**src/rtl/adc_pkg.sv**
```systemverilog
// Shared constants, capture FSM states and m_data field layout for the SAR ADC
// capture path. The controller and the packetiser use the same field offsets.
package adc_pkg;

  localparam int DATA_W      = 10;
  localparam int CONV_CYCLES = 12;
  localparam int NUM_CH      = 8;
  localparam int CH_W        = $clog2(NUM_CH);
  localparam int FIFO_DEPTH  = 8;
  localparam int LEVEL_W     = $clog2(FIFO_DEPTH) + 1;

  // Capture FSM states
  typedef enum logic [1:0] {
    IDLE  = 2'd0,
    SHIFT = 2'd1,
    PUSH  = 2'd2
  } cap_state_e;

  // m_data = {ch_err, ch_idx, result}
  localparam int RESULT_LSB = 0;
  localparam int CH_LSB     = DATA_W;
  localparam int ERR_BIT    = DATA_W + CH_W;
  localparam int M_DATA_W   = DATA_W + CH_W + 1;

endpackage

```
**src/rtl/sync_fifo.sv**
```systemverilog
// First-word-fall-through synchronous FIFO. A push while full is accepted only
// when a pop happens in the same cycle; the caller decides what a refused push
// means. Occupancy is tracked in its own counter so pointers can wrap freely.
module sync_fifo #(
  parameter int WIDTH = 8,
  parameter int DEPTH = 8
) (
  input  logic                       clk,
  input  logic                       reset,
  input  logic                       push,
  input  logic [WIDTH-1:0]           push_data,
  input  logic                       pop,
  output logic [WIDTH-1:0]           pop_data,
  output logic                       full,
  output logic                       empty,
  output logic [$clog2(DEPTH):0]     level
);

  localparam int AW = $clog2(DEPTH);
  localparam int LW = AW + 1;

  logic [WIDTH-1:0] mem [DEPTH];
  logic [AW-1:0]    wr_ptr;
  logic [AW-1:0]    rd_ptr;
  logic             wr_en;
  logic             rd_en;

  assign empty    = (level == '0);
  assign full     = (level == LW'(DEPTH));
  assign rd_en    = pop & ~empty;
  assign wr_en    = push & (~full | rd_en);
  // Head word is presented directly; zero while empty so the output is defined
  assign pop_data = empty ? '0 : mem[rd_ptr];

  // Storage array: written only on an accepted push, no reset needed
  always_ff @(posedge clk) begin
    if (wr_en) mem[wr_ptr] <= push_data;
  end

  // Pointers and occupancy
  always_ff @(posedge clk) begin
    if (reset) begin
      wr_ptr <= '0;
      rd_ptr <= '0;
      level  <= '0;
    end else begin
      if (wr_en) wr_ptr <= wr_ptr + 1'b1;
      if (rd_en) rd_ptr <= rd_ptr + 1'b1;
      case ({wr_en, rd_en})
        2'b10:   level <= level + LW'(1);
        2'b01:   level <= level - LW'(1);
        default: level <= level;
      endcase
    end
  end

endmodule

```
**src/rtl/sar_adc_capture.sv**
```systemverilog
// SAR ADC capture: deserialises the comparator bit stream after each controller
// start pulse, tags it with the channel selected at start and queues the tagged
// word in a FWFT FIFO with a valid/ready output.
//
// Output handshake: m_valid is high whenever the FIFO head holds a word and
// m_data is that word; a word transfers on any clock edge where m_valid and
// m_ready are both high; while m_valid & ~m_ready, m_valid and m_data hold.
module sar_adc_capture #(
  parameter int DATA_W      = adc_pkg::DATA_W,
  parameter int CONV_CYCLES = adc_pkg::CONV_CYCLES,
  parameter int NUM_CH      = adc_pkg::NUM_CH,
  parameter int FIFO_DEPTH  = adc_pkg::FIFO_DEPTH
) (
  input  logic                                   clk,
  input  logic                                   reset,
  input  logic                                   capture_en,
  input  logic                                   start,
  input  logic [NUM_CH-1:0]                      ch_sel,
  input  logic                                   adc_dout,
  output logic                                   m_valid,
  input  logic                                   m_ready,
  output logic [DATA_W+$clog2(NUM_CH):0]         m_data,
  output logic [$clog2(FIFO_DEPTH):0]            fifo_level,
  output logic                                   overflow,
  output logic                                   abort_err,
  input  logic                                   err_clr,
  output adc_pkg::cap_state_e                    state_dbg
);

  import adc_pkg::*;

  localparam int CH_W   = $clog2(NUM_CH);
  localparam int CNT_W  = $clog2(DATA_W);
  localparam int WORD_W = DATA_W + CH_W + 1;

  // The controller's start period must leave room for the shift and push cycles
  if (DATA_W + 2 > CONV_CYCLES) begin : g_bad_cfg
    $error("sar_adc_capture: DATA_W+2 must not exceed CONV_CYCLES");
  end

  cap_state_e        state;
  cap_state_e        state_next;
  logic [CNT_W-1:0]  bit_cnt;
  logic [DATA_W-1:0] shreg;
  logic [CH_W-1:0]   ch_idx;
  logic              ch_err;
  logic [CH_W-1:0]   enc_idx;
  logic [CH_W:0]     enc_ones;
  logic              enc_err;
  logic              start_conv;
  logic              latch_ch;
  logic              shift_en;
  logic              do_push;
  logic              abort_set;
  logic              fifo_full;
  logic              fifo_empty;
  logic              pop;
  logic              drop;

  assign start_conv = start & capture_en;
  assign state_dbg  = state;
  assign m_valid    = ~fifo_empty;
  assign pop        = m_valid & m_ready;
  assign drop       = do_push & fifo_full & ~pop;

  // Lowest set ch_sel bit wins; anything but exactly one set bit is flagged
  always_comb begin
    enc_idx  = '0;
    enc_ones = '0;
    for (int i = NUM_CH - 1; i >= 0; i--) begin
      if (ch_sel[i]) enc_idx = CH_W'(i);
      enc_ones = enc_ones + (CH_W + 1)'(ch_sel[i]);
    end
    enc_err = (enc_ones != (CH_W + 1)'(1));
  end

  // State register
  always_ff @(posedge clk) begin
    if (reset) state <= IDLE;
    else       state <= state_next;
  end

  // Next state and datapath controls; a start is honoured in every state
  always_comb begin
    state_next = state;
    latch_ch   = start_conv;
    shift_en   = 1'b0;
    do_push    = 1'b0;
    abort_set  = 1'b0;
    case (state)
      IDLE: begin
        if (start_conv) state_next = SHIFT;
      end
      SHIFT: begin
        if (start_conv) begin
          abort_set  = 1'b1;
          state_next = SHIFT;
        end else begin
          shift_en = 1'b1;
          if (bit_cnt == CNT_W'(DATA_W - 1)) state_next = PUSH;
        end
      end
      PUSH: begin
        do_push    = 1'b1;
        state_next = start_conv ? SHIFT : IDLE;
      end
      default: state_next = IDLE;
    endcase
  end

  // Channel tag latch, bit counter and MSB-first shift register
  always_ff @(posedge clk) begin
    if (reset) begin
      bit_cnt <= '0;
      shreg   <= '0;
      ch_idx  <= '0;
      ch_err  <= 1'b0;
    end else if (latch_ch) begin
      bit_cnt <= '0;
      ch_idx  <= enc_idx;
      ch_err  <= enc_err;
    end else if (shift_en) begin
      bit_cnt <= bit_cnt + 1'b1;
      shreg   <= {shreg[DATA_W-2:0], adc_dout};
    end
  end

  // Sticky error flags; a clear beats a same-cycle set
  always_ff @(posedge clk) begin
    if (reset || err_clr) begin
      overflow  <= 1'b0;
      abort_err <= 1'b0;
    end else begin
      overflow  <= overflow | drop;
      abort_err <= abort_err | abort_set;
    end
  end

  sync_fifo #(
    .WIDTH (WORD_W),
    .DEPTH (FIFO_DEPTH)
  ) u_fifo (
    .clk       (clk),
    .reset     (reset),
    .push      (do_push),
    .push_data ({ch_err, ch_idx, shreg}),
    .pop       (pop),
    .pop_data  (m_data),
    .full      (fifo_full),
    .empty     (fifo_empty),
    .level     (fifo_level)
  );

endmodule
```
**config.mk**
```make
export PLATFORM = sky130hd
export DESIGN_NAME = sar_adc_capture
export DESIGN_NICKNAME = d
export VERILOG_FILES = /design/src/rtl/adc_pkg.sv /design/src/rtl/sync_fifo.sv /design/src/rtl/sar_adc_capture.sv
export SDC_FILE = /design/constraint.sdc
export NUM_CORES = 1
export LEC_CHECK = 0
export ABC_CLOCK_PERIOD_IN_PS = 3000
export CORE_AREA = 2 2 75 148
export CTS_BUF_LIST = sky130_fd_sc_hd__clkbuf_2
export CTS_CLUSTER_DIAMETER = 100
export CTS_CLUSTER_SIZE = 14
export DETAILED_ROUTE_END_ITERATION = 8
export DIE_AREA = 0 0 77 150
export DONT_BUFFER_PORTS = 1
export PLACE_DENSITY = 0.76
export SLEW_MARGIN = 15
export SYNTH_ARGS = -nofsm -noshare
export SYNTH_HDL_FRONTEND = slang
export SYNTH_SLANG_ARGS = --single-unit
```
**constraint.sdc**
```tcl
create_clock -name clk -period 3 [get_ports clk]
set_input_delay 0.45 -clock clk [delete_from_list [all_inputs] [get_ports clk]]
set_output_delay 0.45 -clock clk [all_outputs]
set_load 0.01 [all_outputs]
```
==> impl_metrics.ini <==
[run_status]
status = finished, final reports clean

[detailed_routing]
drtAntennaViolNets = 0
drtIter0Drc = 224
drt-pass1-iter-count = 4
drc = 0
vias_per_cell = 5.67
wire_per_inst_um = 19.1
routed_wl_um = 10800
vias = 3191

[synth]
synthFlopType = edfxtp_1
muxShareOfSynthArea_pct = 13.4
synth_compound_area_share_pct = 3.37
synth_enable_flop_cells = 112
yosysUniqueCellTypes = 43
netlist_area_um2 = 5970
synth-xor-area-share_pct = 1.30
async_flop_share_pct = 0
synth_area_leaders = edfxtp_1 56%, dfxtp_1 12%, mux4_2 11%, mux2i_1 2.8%, nor2_1 2.8%
synth_common_cells = 112 x edfxtp_1, 44 x nor2_1, 35 x dfxtp_1, 28 x mux4_2, 25 x nand2_1
synth_top_area_share_pct = 56.3
yosys.area.top_type = edfxtp_1
post_synth_inst_count = 382
synth-simple-area-share_pct = 7.71
syn-num-nets = 412
synthAdderAreaFrac_pct = 3.77
postSynthAreaPerCell_um2 = 15.6
yosysSeqAreaShare_pct = 68.1
yosys_register_bits = 147
synth_top_family_by_area = multiplexers
ys_warn_count = 0
synth_most_common_cell = edfxtp_1

[grt]
grtUsageTotal_pct = 20.6
grt_start_max_net_pins = 32
grt_antenna_before_repair = 1
grt_pass1_wl_um = 17500
grt_pass1_vias = 3429
overflow = 0

[power_and_ir_drop]
seqPwrFrac_pct = 64.1
p_clk_share_pct = 32.6
sw_frac_of_total_pct = 23.1
power.switching_mw = 0.788
internal_power_mw = 2.62
power_leakage_nw = 2.18
peakVddDrop_mv = 0.326
powerDensity_nw_per_um2 = 518
p_comb_share_pct = 3.3

[sta]
rsz0062_at_grt = false
final_hold_viol_count = 0
hold_ws_ns = 0.0502
fin_crit_ns = 2.77
slew_headroom_pct = 39.6
fmax_ghz = 0.361
skew_ns = 0.0271
period_share_pct = 92.3
worst_pin_slew_ns = 0.902
slew_violations = 0
setup_viol = 0

[place]
io_buffers = 0
placed_area_um2 = 6200
place.gp.congestion = 0.778
hpwl_um = 6970
placed_cells = 519

[worst_hold_path]
whs_path_depth = 3
min_from = ch_sel[2]
hold_end = ch_idx[2]
hp-class = in -> reg

[clock_network]
path_clk_slew_ns = 0.22
numCtsBuffers = 17
clk_latency_ns = 0.67
cts_resized = 0
clock-sinks = 147
tritoncts = done
clock-root-buffer = clkbuf_2
cts-htree-levels = 4
clockBufferDepth = 2

[flow_run]
maxCapViolCount = 0

[setup_path]
worstPathMaxFanout = 5
cp_common_cell = a21oi_1
crit_path_top_delay_cell = or3_4
crit_buf_inv = 1
worstPathCellList = or3_4 -> nor2_8 -> inv_2 -> and2_4 -> ha_1 -> ha_1 -> a21oi_1 -> a21oi_1 -> or4_1 -> a21oi_1
cp-start-kind = register
reg2reg_slack_ns = 0.23
required_ns = 3.63
end_kind = register
cp_slowest_stage_delay_ns = 0.47
crit_type = reg -> reg
worstReg2RegEnd = u_fifo.level[3]
r2r_start = u_fifo.level[0]
crit_arrival_ns = 3.39
path_delay_family = simple AND/OR/NAND/NOR gates
ff2ff_path_depth = 10

[floorplan]
die_h_um = 150
initial_utilization_pct = 57.0
coreArea_um2 = 10500
dieArea_um2 = 11600
die_w_um = 77
fp-row-count = 53
io_pins = 38

[layout]
nFillCells = 825
drive_gt1_share_pct = 20.2
fin_area_um2 = 6570
final_cells = 563
area_growth_pct = 10.1
nets = 442
==> how the worst max path moves through the flow <==
stage	from	to	slack, ns	cells after the start
2_1_floorplan	ch_sel[0]	ch_err	-0.02	12
3_3_place_gp	ch_sel[0]	ch_err	-0.05	12
3_5_place_dp	ch_sel[0]	ch_err	-0.15	12
4_1_cts	u_fifo.level[0]	u_fifo.level[3]	0.24	10
5_1_grt	u_fifo.level[0]	u_fifo.level[3]	0.07	10
6_report	u_fifo.level[0]	u_fifo.level[3]	0.23	10
==> layout by cell type, fill, tap and decap left out, types with 2 or more instances in the layout <==
cell type	Yosys	final
nand2b_1	6	6
a211oi_1	3	3
nor2b_1	2	2
clkbuf_2	1	18
nor2_1	44	44
ha_1	10	10
mux4_2	28	28
nor3_1	8	6
buf_4	2	14
dlygate4sd3_1	0	10
inv_6	0	4
nor3_2	0	2
xor2_1	5	5
edfxtp_1	112	112
fa_1	5	5
inv_1	17	17
nand2_1	25	25
o211ai_1	2	2
clkinv_4	0	3
xnor2_1	2	2
nand3_1	5	5
a21oi_1	22	22
dfxtp_1	35	34
buf_12	0	2
bufinv_16	0	2
mux2i_1	17	17
clkinvlp_4	0	3
clkinv_2	0	2
==> power groups by stage <==
stage / registers (mW) / logic [mW] / clock network [mW]
6_report: 2.18 / 0.112 / 1.11
5_1_grt: 2.19 / 0.127 / 1.22
4_1_cts: 2.18 / 0.112 / 1.14
3_5_place_dp: 2.23 / 0.0920 / 0
3_3_place_gp: 2.23 / 0.0792 / 0
2_1_floorplan: 2.22 / 0.0725 / 0
==> layer usage <==
layer / share of wire, % / GRT usage [%] / up-vias
li1: - / - / 1493
met1: 36 / 21.7 / 1590
met2: 58 / 39.1 / 93
met3: 4.5 / 4.83 / 15
met4: 1.9 / 7.77 / 0
met5: 0 / 0 / -
==> flip-flops by register name, summed over array words and instances (netlist names), named ones only <==
name and cells:
u_fifo.rd_ptr 3, u_fifo.mem 112, abort_err 1, state_dbg 2
ch_idx 3, overflow 1, u_fifo.level 4, bit_cnt 4
u_fifo.wr_ptr 3, ch_err 1, shreg 10
==> cell families (layout without fill, tap and decap cells) <==
logic type               count (synthesis)  count (layout)
AO/OA/AOI/OAI                           34              34
XOR/XNOR                                 8               8
adder cells (fa/ha/maj)                 15              15
buffers and inverters                   33              76
flip-flops                             147             147
multiplexers                            45              45
other                                    0               1
AND/OR/NAND/NOR                        100             100
==> layout make-up <==
type	count	area (um^2)	area share (%)
tap	137	171	2.61
sequential	147	4070	61.9
inverter	18	67.6	1.03
multi-input combinational	202	1780	27.0
timing repair buffer	26	245	3.73
clock inverter	14	154	2.34
antenna	1	2.50	0.0381
clock buffer	18	90.1	1.37
==> what timing repair did <==
action	in CTS	in global routing
buffers inserted	0	0
hold buffers	11	0
endpoints found under the hold margin	35	0
==> tightest hold or removal path: cells and delay by family <==
kind	cells	cell delay, ns
AO/OA/AOI/OAI	2	0.21
AND/OR/NAND/NOR	1	0.06
==> per-stage QoR <==
stage	worst slack (ns)	utilization (%)	power (mW)	TNS [ns]
after CTS	0.244	62.7	3.44	0
after global routing	0.0681	62.7	3.53	0
after detailed placement	-0.147	59.2	2.32	-0.147
after global placement	-0.0494	59.2	2.31	-0.0494
after floorplan	-0.0164	-	2.30	-0.0164
final	0.231	62.7	3.41	0
No activity file was read; power rests on OpenSTA's default activity.
